[config.mk]
export PLATFORM = sky130hd
export DESIGN_NAME = bw_io_hstl_rx_edgelogic
export DESIGN_NICKNAME = d
export VERILOG_FILES = /design/src/rtl/bw_io_hstl_rx_edgelogic.sv
export SDC_FILE = /design/constraint.sdc
export NUM_CORES = 1
export LEC_CHECK = 0
export ABC_CLOCK_PERIOD_IN_PS = 1400
export CAP_MARGIN = 5
export CORE_AREA = 2 2 39 41
export DETAILED_ROUTE_END_ITERATION = 16
export DIE_AREA = 0 0 41 43
export DONT_BUFFER_PORTS = 1
export GPL_ROUTABILITY_DRIVEN = 0
export GPL_TIMING_DRIVEN = 0
export MAX_ROUTING_LAYER = met4
export SLEW_MARGIN = 20
export SYNTH_ARGS = -nofsm -noshare
export SYNTH_HDL_FRONTEND = slang
export SYNTH_SLANG_ARGS = --single-unit
[constraint.sdc]
create_clock -name clk -period 1.4 [get_ports clk]
set_input_delay 0.28 -clock clk [delete_from_list [all_inputs] [get_ports clk]]
set_output_delay 0.28 -clock clk [all_outputs]
set_load 0.02 [all_outputs]
[src/rtl/bw_io_hstl_rx_edgelogic.sv]
// bw_io_hstl_rx_edgelogic: HSTL pad receive path with synchronizer, deglitch filter, edge pulses and BSR/scan hooks
module bw_io_hstl_rx_edgelogic #(
   parameter int   SYNC_STAGES = 2,
   parameter int   FILT_CNT_W  = 3,
   parameter int   FILT_THRESH = 4,
   parameter logic IDLE_VAL    = 1'b1
) (
   input  logic clk,
   input  logic rst,
   input  logic pad_data,
   input  logic ie,
   input  logic filt_en,
   input  logic se,
   input  logic si,
   input  logic bsr_mode,
   input  logic bsr_data_to_core,
   input  logic por_l,
   output logic to_core,
   output logic rise_pls,
   output logic fall_pls,
   output logic bsr_capture,
   output logic so,
   output logic por
);
   typedef enum logic {STABLE, QUAL} state_e;
   localparam logic [FILT_CNT_W-1:0] THR_M1 = FILT_CNT_W'(FILT_THRESH - 1);
   logic [SYNC_STAGES-1:0] sync_q, sync_d;
   logic [FILT_CNT_W-1:0]  cnt_q, cnt_d;
   logic                   filt_q, filt_d, prev_q, prev_d, s;
   state_e                 state;
   assign s     = sync_q[SYNC_STAGES-1];
   assign state = (cnt_q == '0) ? STABLE : QUAL;
   always_comb begin
      sync_d = {sync_q[SYNC_STAGES-2:0], se ? si : (ie ? pad_data : IDLE_VAL)};
      prev_d = filt_q;
      filt_d = filt_q;
      cnt_d  = cnt_q;
      if (se)
         filt_d = s;
      else if (!filt_en) begin
         filt_d = s;
         cnt_d  = '0;
      end else if (state == STABLE) begin
         if (s != filt_q) begin
            if (FILT_THRESH == 1) filt_d = s;
            else cnt_d = FILT_CNT_W'(1);
         end
      end else if (s == filt_q)
         cnt_d = '0;
      else if (cnt_q == THR_M1) begin
         filt_d = s;
         cnt_d  = '0;
      end else
         cnt_d = cnt_q + 1'b1;
   end
   always_ff @(posedge clk) begin
      if (rst) begin
         sync_q <= {SYNC_STAGES{IDLE_VAL}};
         filt_q <= IDLE_VAL;
         prev_q <= IDLE_VAL;
         cnt_q  <= '0;
      end else begin
         sync_q <= sync_d;
         filt_q <= filt_d;
         prev_q <= prev_d;
         cnt_q  <= cnt_d;
      end
   end
   assign to_core     = bsr_mode ? bsr_data_to_core : filt_q;
   assign rise_pls    = filt_q & ~prev_q & ~se;
   assign fall_pls    = ~filt_q & prev_q & ~se;
   assign bsr_capture = s;
   assign so          = filt_q;
   assign por         = ~por_l;
endmodule

; ---- Word-level counts from Yosys, hierarchy flattened
; Index checks and enable logic that the tools add are counted.
; W data, S select, Z words.
[word_totals]
regBits = 7
[classes]
eq_ne = 7
muxes = 13
n_reduce_logical = 3
bitwise = 8
addsub = 1
[ops]
columns = op, count
row1 = $mux W3, 5
row2 = $mux W1, 8
row3 = $ne A3 B3 Y1 const B, 2
row4 = $and A1 B1 Y1, 4
row5 = $not A1 Y1, 4
row6 = $add A3 B1 Y3 const B, 1
row7 = $eq A3 B2 Y1 const B, 1
row8 = $logic_not A3 Y1, 1
row9 = $ne A3 B1 Y1 const B, 1
row10 = $ne A3 B2 Y1 const B, 1
row11 = $reduce_and A3 Y1, 1
row12 = $reduce_and A2 Y1, 1
row13 = $eq A1 B1 Y1, 1
row14 = $ne A1 B1 Y1, 1

; ---- Logic depth before layout (Yosys ltp)
[logic_depth]
ltp_word = 6
depth_mapped = 6
ltp_nobuf = 6

; ---- Worst setup path before layout
; Ideal clock, no wire load.
[synth_path]
path_type = register -> output
startpoint = register filt_q (netlist: so)
endpoint = output rise_pls
n_path_buf = 0
arrival_time_ps = 1077
required_time_ps = 1120
path_stages_with_launch = 2
path_slack_ps = 43
path_cell_list = dfxtp_1 > nor3b_1
[synth_via]
elab_chain_cells = 2
[synth_lines]
columns = element, line_no
row1 = "start, declared", 29  ; logic filt_q, filt_d, prev_q, prev_d, s;
row2 = "start signal, assigned", 64  ; filt_q <= filt_d;
row3 = $and A1 B1 Y1 (2 in series), 70  ; assign rise_pls = filt_q & ~prev_q & ~se;
row4 = "end, declared", 19  ; output logic rise_pls,
; Every way passes these cells.

; ---- Worst setup path after layout
; Same ends and word-level chain as after synthesis.

==> metrics.txt <==
drt total wl=715 um; hold path start=rst; synthesized area per cell=8.82 sq um; final hold violation count=0; Routed WL per cell=11.2 um; Synth area leaders=dfxtp_1 38%, nor3b_1 10%, ha_1 6.8%, a21oi_1 5.4%, or2_2 5.1%; Worst VDD drop=262 uV; Die Ht=43 um; Ys Warns=0; gr usage total=10.6%; most frequent cell after synthesis=dfxtp_1; Num CTS Buffers=3; vias in the first global route=298; CP Max Fanout=7; Psw=93.2 uW; nets@finish=61; Data arrival, critical path=1.03 ns; WHS Endpoint=cnt_q[0]; Max H-tree Level=1; Mapped Area=370 sq um; EDFF count, synth=0; WHS Path Cells=1; P per Cell Area=929 nW/um^2; fin util=32.8%; initial antenna violation count=0; Fin Setup TNS=0 ns; Boundary Pins=16; largest net degree at the start of global routing=10; CTS tree=done; slew margin rel.=75.4%; CP top delay family=flip-flops; Mapped Cells=42; Synth top area share=37.8%; clock skew=0.00226 ns; Routed Antenna Nets=0; Worst Max-Slew Pin Slew=0.368 ns; post-synthesis cell type count=19; row count=14; worst reg2reg path endpoint=so; Sink Count=7; WP buf/inv=0; CP Data Required Time=1.12 ns; P_int=329 uW; Area growth, synth to finish=22.6%; final worst path period share=93.5%; # Max-Cap Violations=0; Starting Density=26.8%; Sw Ratio=22.1%; Critical-path top delay cell=dfxtp_2; Die Footprint=1760 sq um; flop2flop setup slack=0.11 ns; Final Max Tran Viols=0; detail-routed via count per cell=4.75; fin crit period=1.31 ns; status=complete, no violations; Most used DFF post-synth=dfxtp_1; layout cell share with drive strength beyond 1=35.4%; Post-route DRC=0; Clock Tree Buf Depth=2; Die Width=41 um; Core Area=1380 sq um; Setup crit start kind=register; FF-to-FF path depth=5; clock power share=41.9%; Cell Chain, Critical Path=nor3b_4; n_diodes=0; slowest stage delay, CP=0.45 ns; FMAX=764 MHz; drt pass-1 iters=2; share of power burned in combinational logic=8.3%; Clock Latency Late Sink=0.24 ns; placed cells=58; Root Driver=clkbuf_4; fraction of registers with async set/reset=0%; Final Non-Filler Cells=64; Reg power frac=49.9%; clk slew on worst S/H paths=0.05 ns; Synth Register Bits=7; sequential fraction of the synthesis area=37.8%; Vias=304; total grt overflow=0; first-pass GRT wire length=1.13 mm; worst hold path class=in2reg; Final HPWL DP=560 um; initial DRC count=1; commonest cells in the synthesized netlist=7 x dfxtp_1, 5 x nor3b_1, 4 x a21oi_1, 4 x inv_1; P_leak=0.156 nW; cell taking the most area after synthesis=dfxtp_1; origin of the critical flop-to-flop path=cnt_q[0]; final count of negative-setup-slack endpoints=0; syn nets=54; Port Buffers=0; Worst Setup Path Type=reg2out; Worst Setup End Kind=output pin
-- routing by layer --
metal  up-vias  wire length [um]  share of wire (%)  GRT usage, %
met5         -                 0                  0             -
li1        155                 -                  -             -
met1       142               256                 36          8.44
met4         0                 0                  0          10.0
met2         7               407                 57          16.6
met3         0                50                7.0          4.71
-- worst max-delay path by stage --
stage	endpoint	slack (ns)	from	depth (start not counted)
4_1_cts	so	0.04	cnt_q[0]	5
5_1_grt	so	-0.003	cnt_q[0]	5
2_1_floorplan	rise_pls	0.04	so	1
3_5_place_dp	rise_pls	-0.01	so	1
3_3_place_gp	rise_pls	-0.02	so	1
6_report	rise_pls	0.09	so	1
-- sequential cells by signal, indices dropped and copies added, names as in the netlist --
register  count
cnt_q         3
sync_q        2
prev_q        1
so            1
-- metrics by stage --
step / setup slack, ns / area (sq um) / hold slack [ns] / power, mW
CTS: 0.0375 / 434 / 0.0880 / 0.432
global route: -0.00311 / 454 / 0.0666 / 0.453
finish: 0.0909 / 454 / 0.0918 / 0.422
detailed placement: -0.00976 / 390 / 0.354 / 0.247
floorplan: 0.0435 / 370 / 0.349 / 0.243
global placement: -0.0198 / 390 / 0.352 / 0.247
-- cells by family after synthesis --
family | share of synthesized area [%]
and+or+nand+nor | 30.1
AOI/OAI and AO/OA | 11.8
DFF | 37.8
buffers and inverters | 5.40
muxes | 5.74
adders and majority gates | 6.76
xor gates and xnor gates | 2.37
-- cell usage in the layout, fill, tap and decap left out --
cell type  count
a21oi_1        4
a32oi_1        1
and2_1         1
buf_2          1
buf_4          2
clkbuf_1       1
clkbuf_4       3
dfxtp_1        4
dfxtp_2        3
ha_1           1
ha_2           1
inv_1          4
mux2_2         1
mux2i_1        1
nand2b_1       1
nand3_1        1
nor2_1         2
nor2b_1        2
nor3_1         1
nor3b_1        3
nor3b_2        2
nor3b_4        1
o21ai_0        3
or2_2          3
xnor2_1        1
-- area by class of cell --
cell class,count,area [sq um]
inverter,4,15.0
tap,16,20.0
fill,149,930
clock buffer,4,26.3
multi-input combinational,30,229
buffer,1,5.00
sequential,7,144
timing repair buffer,2,15.0
-- power groups by stage --
stage | sequential, mW | clock, mW | combinational (mW)
4_1_cts | 0.210 | 0.186 | 0.0354
6_report | 0.210 | 0.177 | 0.0348
3_5_place_dp | 0.214 | 0 | 0.0334
5_1_grt | 0.211 | 0.203 | 0.0393
2_1_floorplan | 0.213 | 0 | 0.0298
3_3_place_gp | 0.214 | 0 | 0.0335
-- timing repair --
item,in CTS,in global routing
pin swaps,0,1
setup buffers,0,2
hold buffers,0,0
gates resized for setup,4,3
setup endpoints to repair,2,1
(Power assumes the default switching activity.)
